File: src/rtl/life_grid_scheduler.sv
// rtl/life_grid_scheduler.sv - Clear/edit/sweep/swap sequencer for the double-buffered Life grid
// Optional single-step input enabled by defining STEP_MODE_EN.
module life_grid_scheduler #(
    parameter int GRID_W   = 80,
    parameter int GRID_H   = 48,
    parameter int ADDR_W   = 12,
    parameter int TICK_DIV = 5000000,
    parameter int GEN_W    = 16
) (
    input  logic              clk,
    input  logic              reset,
    input  logic              start,
    input  logic [7:0]        xcoordinate,
    input  logic [7:0]        ycoordinate,
    input  logic              coordinatesready,
    input  logic              clearreq,
`ifdef STEP_MODE_EN
    input  logic              step,
`endif
    output logic              eng_valid,
    output logic [7:0]        eng_x,
    output logic [7:0]        eng_y,
    input  logic              eng_ready,
    input  logic              eng_busy,
    output logic              wr_en,
    output logic [ADDR_W-1:0] wr_addr,
    output logic              wr_data,
    output logic              wr_bank,
    output logic              cur_bank,
    output logic [GEN_W-1:0]  gen_count,
    output logic [2:0]        phase,
    output logic              busy
);

    localparam int TW = $clog2(TICK_DIV);
    localparam logic [TW-1:0]     TICK_LAST = TW'(TICK_DIV - 1);
    localparam logic [ADDR_W-1:0] LAST_ADDR = ADDR_W'(GRID_W * GRID_H - 1);
    localparam logic [7:0]        X_LAST    = 8'(GRID_W - 1);
    localparam logic [7:0]        Y_LAST    = 8'(GRID_H - 1);

    typedef enum logic [2:0] {
        IDLE  = 3'd0,
        CLEAR = 3'd1,
        EDIT  = 3'd2,
        SWEEP = 3'd3,
        DRAIN = 3'd4,
        SWAP  = 3'd5
    } state_t;

    state_t            state;
    logic [TW-1:0]     tick;
    logic              coord_hist;
    logic              clear_hist;
    logic              clear_pend;
    logic              edit_pend;
    logic [7:0]        edit_x;
    logic [7:0]        edit_y;
    logic              coord_ok;
    logic              sweep_go;
    logic [ADDR_W-1:0] edit_addr;

    assign phase     = state;
    assign busy      = (state != IDLE);
    assign coord_ok  = (int'(xcoordinate) < GRID_W) && (int'(ycoordinate) < GRID_H);
    assign edit_addr = ADDR_W'(edit_y) * ADDR_W'(GRID_W) + ADDR_W'(edit_x);

`ifdef STEP_MODE_EN
    logic step_hist;
    logic step_pend;
    assign sweep_go = (start && tick == TICK_LAST) || (step_pend && !start);
`else
    assign sweep_go = start && (tick == TICK_LAST);
`endif

    always_ff @(posedge clk) begin
        if (reset) begin
            state      <= IDLE;
            tick       <= '0;
            cur_bank   <= 1'b0;
            gen_count  <= '0;
            wr_en      <= 1'b0;
            wr_addr    <= '0;
            wr_data    <= 1'b0;
            wr_bank    <= 1'b0;
            eng_valid  <= 1'b0;
            eng_x      <= '0;
            eng_y      <= '0;
            clear_pend <= 1'b0;
            edit_pend  <= 1'b0;
            edit_x     <= '0;
            edit_y     <= '0;
            coord_hist <= coordinatesready;
            clear_hist <= clearreq;
`ifdef STEP_MODE_EN
            step_hist  <= step;
            step_pend  <= 1'b0;
`endif
        end else begin
            coord_hist <= coordinatesready;
            clear_hist <= clearreq;
`ifdef STEP_MODE_EN
            step_hist  <= step;
`endif
            case (state)
                IDLE: begin
                    if (start && tick != TICK_LAST)
                        tick <= tick + TW'(1);
                    if (clear_pend) begin
                        state   <= CLEAR;
                        wr_en   <= 1'b1;
                        wr_addr <= '0;
                        wr_data <= 1'b0;
                        wr_bank <= cur_bank;
                    end else if (edit_pend) begin
                        // Cleared on entry so an edit landing this same edge stays queued
                        state     <= EDIT;
                        edit_pend <= 1'b0;
                        wr_en     <= 1'b1;
                        wr_addr   <= edit_addr;
                        wr_data   <= 1'b1;
                        wr_bank   <= cur_bank;
                    end else if (sweep_go) begin
                        state     <= SWEEP;
                        tick      <= '0;
                        eng_valid <= 1'b1;
                        eng_x     <= '0;
                        eng_y     <= '0;
`ifdef STEP_MODE_EN
                        step_pend <= 1'b0;
`endif
                    end
                end
                CLEAR: begin
                    if (wr_addr == LAST_ADDR) begin
                        wr_en      <= 1'b0;
                        clear_pend <= 1'b0;
                        gen_count  <= '0;
                        tick       <= '0;
                        state      <= IDLE;
                    end else begin
                        wr_addr <= wr_addr + ADDR_W'(1);
                    end
                end
                EDIT: begin
                    wr_en <= 1'b0;
                    state <= IDLE;
                end
                SWEEP: begin
                    if (eng_ready) begin
                        if (eng_x != X_LAST) begin
                            eng_x <= eng_x + 8'd1;
                        end else if (eng_y != Y_LAST) begin
                            eng_x <= '0;
                            eng_y <= eng_y + 8'd1;
                        end else begin
                            eng_valid <= 1'b0;
                            state     <= DRAIN;
                        end
                    end
                end
                DRAIN: begin
                    if (!eng_busy)
                        state <= SWAP;
                end
                SWAP: begin
                    cur_bank  <= ~cur_bank;
                    gen_count <= gen_count + GEN_W'(1);
                    state     <= IDLE;
                end
                default: state <= IDLE;
            endcase

            // Event capture comes last so a fresh toggle wins over a same-edge service
            if (clearreq != clear_hist)
                clear_pend <= 1'b1;
            if (coordinatesready != coord_hist && coord_ok) begin
                edit_pend <= 1'b1;
                edit_x    <= xcoordinate;
                edit_y    <= ycoordinate;
            end
`ifdef STEP_MODE_EN
            if (step != step_hist && !start)
                step_pend <= 1'b1;
`endif
        end
    end

endmodule
File: config.mk
export PLATFORM = sky130hd
export DESIGN_NAME = life_grid_scheduler
export DESIGN_NICKNAME = d
export VERILOG_FILES = /design/src/rtl/life_grid_scheduler.sv
export SDC_FILE = /design/constraint.sdc
export NUM_CORES = 1
export LEC_CHECK = 0
export CAP_MARGIN = 20
export CORE_MARGIN = 3
export CORE_UTILIZATION = 55
export DETAILED_ROUTE_END_ITERATION = 6
export MAX_ROUTING_LAYER = met4
export PLACE_DENSITY = 0.81
export SLEW_MARGIN = 20
export SYNTH_ARGS = -nofsm -noshare
export SYNTH_HDL_FRONTEND = slang
export SYNTH_SLANG_ARGS = --single-unit
export TNS_END_PERCENT = 10
File: constraint.sdc
create_clock -name clk -period 5.63 [get_ports clk]
set_input_delay 0.8445 -clock clk [delete_from_list [all_inputs] [get_ports clk]]
set_output_delay 0.8445 -clock clk [all_outputs]
set_load 0.01 [all_outputs]
Word-level counts from Yosys, hierarchy flattened

Cells that the tools add are included.

Output and inout port bits: 53
Logic and storage cells: 129
Flip-flop bits (word level): 95

Multiply operators: 1
Reductions and logical operators: 25
Add/sub/neg operators: 6
Equality and inequality tests: 26
Bitwise logic cells: 1
Mux-type cells: 51
Magnitude comparators: 2

Operator list:

| cell                    | count |
|---|---|
| $mux W23                | 5 |
| $mux W8                 | 9 |
| $pmux W23 S2            | 1 |
| $mux W12                | 3 |
| $pmux W16 S2            | 1 |
| $pmux W8 S2             | 2 |
| $mux W3                 | 8 |
| $pmux W12 S2            | 1 |
| $add A23 B1 Y23 const B | 1 |
| $eq A23 B23 Y1 const B  | 1 |
| $ne A23 B23 Y1 const B  | 1 |
| $ne A2 B2 Y1 const B    | 10 |
| $mux W1                 | 17 |
| $add A16 B1 Y16 const B | 1 |
| $add A8 B1 Y8 const B   | 2 |
| $mux W16                | 1 |
| $reduce_and A7 Y1       | 2 |
| $reduce_bool A2 Y1      | 7 |
| $add A12 B1 Y12 const B | 1 |
| $add A12 B8 Y12         | 1 |
| $eq A12 B12 Y1 const B  | 1 |
| $pmux W3 S4             | 1 |
| $reduce_and A6 Y1       | 2 |
| $reduce_and A2 Y1       | 5 |
| other kinds (19)        | 28 |

Longest topological paths before layout

Depth in word-level cells: 7
Gate-level depth with buffers: 10
Depth with buffers taken out: 10

Worst setup path before layout

OpenSTA, ideal clock, no wires.

Path type: reg2reg
From: reg edit_y[1]
To: reg wr_addr[11]
Stages on the path, launching flop included: 10
Path buffers: 0
Period minus slack after synthesis: 2.306 ns
Setup time: 0.132 ns
Data required time: 5.498 ns
Arrival time: 2.174 ns
Slack: 3.324 ns
Cells stage by stage: dfxtp_1 ha_1 ha_1 inv_1 fa_1 or2_2 nor4_1 xnor3_1 nand2_1 a21oi_1

Word-level cells in the longest chain between the ends: 5

Ends and longest elaborated chain:

| item                   | line | text |
|---|---|---|
| start, declared        | 57   | `logic [7:0] edit_y;` |
| start signal, assigned | 179  | `edit_y <= ycoordinate;` |
| $mul A8 B3 Y8          | 65   | `assign edit_addr = ADDR_W'(edit_y) * ADDR_W'(GRID_W) + ADDR_W'(edit_x);` |
| $add A12 B8 Y12        | 65   |  |
| $mux W12               | 114  | `end else if (edit_pend) begin` |
| $mux W12               | 108  | `if (clear_pend) begin` |
| $pmux W12 S2           | 104  | `case (state)` |
| end signal, assigned   | 119  | `wr_addr <= edit_addr;` |
| end signal, assigned   | 141  | `wr_addr <= wr_addr + ADDR_W'(1);` |
| end, declared          | 26   | `output logic [ADDR_W-1:0] wr_addr,` |

Every way passes these cells. The select of a mux whose other input is x is not followed.
A chain may end at the register's enable or synchronous reset.

Worst setup path in the final report

From: reg state[0], in the netlist phase[0]
To: reg wr_addr[10]

Word-level cells in the longest chain between the ends: 3

Ends and longest elaborated chain:

| item                                                    | line | text |
|---|---|---|
| start, declared                                         | 50   | `state_t state;` |
| start signal, assigned                                  | 77   | `state <= IDLE;` |
| start signal, assigned                                  | 109  | `state <= CLEAR;` |
| start signal, assigned                                  | 116  | `state <= EDIT;` |
| $eq A3 B1 Y1 / $logic_not A3 Y1 (equally long branches) | 104  |  |
| $ne A2 B2 Y1 (no line) (tied with other cells)          | n/a  |  |
| $reduce_and A3 Y1 (no line)                             | n/a  |  |

Parallel ways exist; a longest one is shown, timed or not.

==> impl_metrics.yaml <==
status:
  outcome: "finished, final reports clean"
logic_synthesis:
  muxShareOfSynthArea: 0.0308
  synthArstFlopShare: 0
  yosys_register_bits: 95
  synth_fp_nets: 689
  yosys-top-cells-area: "dfxtp_1 (36%), nor2_1 (5.3%), a21oi_1 (5.2%), ha_1 (4.3%), nand2_1 (3.4%)"
  ys_seq_area_frac: 0.363
  synth-edff-count: 0
  synth-main-ff-cell: "dfxtp_1"
  syn_inst: 646
  yosys.area.top_type: "dfxtp_1"
  syn_avg_cell_area_um2: 8.12
  ys_warn_count: 0
  synthesis.area_um2: 5250
  synth.top_cell.area_share: 0.363
  synthDistinctLibCells: 66
  synth-xor-area-share: 0.0394
  synth-simple-area-share: 0.290
  synthAdderAreaFrac: 0.0506
  synth_compound_area_frac: 0.190
  synth_top_family_by_area: "simple AND/OR/NAND/NOR gates"
floorplan:
  die_w_um: 104
  io_pins: 76
  die_h_um: 104
  floorplan.initialDensity: 0.568
  die_area_um2: 10700
  core_region_area_um2: 9240
  rows: 35
cells_and_area:
  fillers: 761
  multi_input_area_um2: 3150
  area_delta_synth_final_pct: 19.2
  nets: 745
  seq_area_um2: 1900
  final_cell_area_um2: 6250
  diodes: 0
  layout-drive-gt1-share: 0.0523
pwr:
  internal-power_mw: 1.04
  clockPowerShare: 0.329
  switching_power_uw: 445
  switching_share: 0.300
  p_per_area_nw_per_um2: 237
  peakVddDrop_uv: 172
  finalPower_mw: 1.48
  pwr-share-seq: 0.492
  p_leak_nw: 2.28
  pwr-share-comb: 0.179
clock_tree:
  post_cts_buffers: 0
  cts-root-buf: "clkbuf_8"
  htree_levels: 3
  numCtsBuffers: 9
  path_clk_slew_ps: 90
  clock_sinks: 95
  cts_resized: 0
  insertion_delay_ps: 370
  cts_tree: "yes"
  cts_max_path_buffers: 2
  hold_buffers: 0
setup_path:
  crit_path_end_kind: "register"
  cp.required_ps: 5910
  crit_path_start_kind: "register"
  crit_arrival_ps: 3350
  r2r_slack_ps: 2560
  cp_max_fo: 17
  path_class: "register to register"
  crit_end: "wr_addr[10]"
  cp-startpoint: "phase[0]"
  rr_worst_depth: 6
  regToRegStartpoint: "phase[0]"
  reg2reg_to: "wr_addr[10]"
global_routing:
  grt_pass1_vias: 4749
  grt_pass1_wl_um: 22300
  grt_start_max_net_pins: 77
  antenna_found_initial: 0
  grt-ovfl-total: 0
  grt_use_total: 0.252
run:
  cap_violations: 0
placed_design:
  gp_congestion: 0.882
  dpl.hpwl_um: 9330
  numPortBuffers: 75
  place_area_um2: 6030
detailed_routing:
  via_per_inst: 6.10
  dr_total_vias: 5102
  drtIter0Drc: 228
  drtAntennaViolNets: 0
  wire_per_inst_um: 15.7
  drt_pass1_iterations: 5
  drc: 0
  drt_wl_total_um: 13200
timing:
  drv_slew: 0
  clock.fmax_mhz: 326
  fin_crit_ps: 3070
  rsz0062_at_grt: "no"
  skew_ps: 8.51
  setup_viol: 0
  worst_pin_slew_ps: 811
  setup-tns-final_ps: 0
  hold_viol_final: 0
  final.period_utilization: 0.545
  relSlewSlack: 0.458
worst_hold_path:
  hold_path_class: "register to register"
-- how the worst min path moves through the flow --
stage	start	end	depth (start not counted)
after floorplan	edit_y[6]	edit_y[6]	1
after global placement	edit_y[6]	edit_y[6]	1
after detailed placement	edit_y[6]	edit_y[6]	1
after CTS	edit_y[6]	edit_y[6]	1
after global routing	edit_y[6]	edit_y[6]	1
final	edit_y[6]	edit_y[6]	1
-- logic make-up (layout without fill, tap and decap cells) --
logic type / Yosys count / count (layout)
DFF: 95 / 95
AOI/OAI and AO/OA: 162 / 162
adders and majority gates: 20 / 20
buffers and inverters: 48 / 109
xor gates and xnor gates: 22 / 22
and+or+nand+nor: 283 / 283
muxes: 16 / 16
-- final cells by class --
class                           count  share of cell area
Clock buffer                       12              0.0264
Clock inverter                      4             0.00841
Inverter                           16             0.00961
Multi-Input combinational cell    503               0.504
Sequential cell                    95               0.304
Tap cell                          129              0.0258
Timing Repair Buffer               77               0.122
-- worst max-delay path: stages, from the launching register on --
cell and delay (ps):
dfxtp_1 610, or3b_1 670, or4_1 750, nand2_1 390, o21ai_1 180, o31a_1 150, a221oi_2 230
-- routing by layer --
metal | vias up | global-route usage | share of wire | routed length [um]
li1 | 2471 | - | - | -
met1 | 2414 | 0.305 | 0.43 | 5620
met2 | 186 | 0.415 | 0.50 | 6560
met3 | 31 | 0.0505 | 0.053 | 698
met4 | 0 | 0.0969 | 0.021 | 278
met5 | - | - | 0 | 0
-- cell usage after synthesis, drive strengths merged, types with 11 or more instances --
cell type / count
dfxtp: 95
nor2: 74
a21oi: 54
nand2: 48
o21ai: 46
nand3: 32
clkbuf: 26
nand4: 19
ha: 18
inv: 16
a31oi: 15
mux2i: 15
nor3: 15
xor2: 13
and3: 11
-- registers in the layout (all words and copies together) (netlist names) --
register and count:
edit_y 8, coord_hist 1, clear_hist 1, eng_x 8
wr_en 1, eng_valid 1, wr_data 1, eng_y 8
tick 23, clear_pend 1, wr_bank 1, wr_addr 12
gen_count 16, edit_x 8, phase 3, edit_pend 1
cur_bank 1
-- layout by cell type (no fill, tap or decap), types with 15 or more instances in the layout --
master	n
inv_1	16
ha_1	18
dfxtp_1	95
clkdlybuf4s50_1	74
nand4_1	19
mux2i_1	15
o21ai_0	35
a21oi_1	54
a31oi_1	15
nand2_1	48
nor2_1	74
nand3_1	32
-- power by group through the flow --
stage | Combinational [mW] | Clock (mW) | Sequential, mW
final | 0.266 | 0.488 | 0.730
after global routing | 0.294 | 0.518 | 0.736
after CTS | 0.264 | 0.493 | 0.729
after detailed placement | 0.263 | 0 | 0.745
after global placement | 0.257 | 0 | 0.744
after floorplan | 0.183 | 0 | 0.733
-- through the flow --
stage               hold WS, ps  instances   util  setup slack [ps]
floorplan                   434        646      -              3320
CTS                         485        836  0.677              2590
detailed placement          459        820  0.653              2550
global placement            448        820  0.653              2640
finish                      480        836  0.677              2560
global route                509        836  0.677              2410
(Power assumes the default switching activity.)
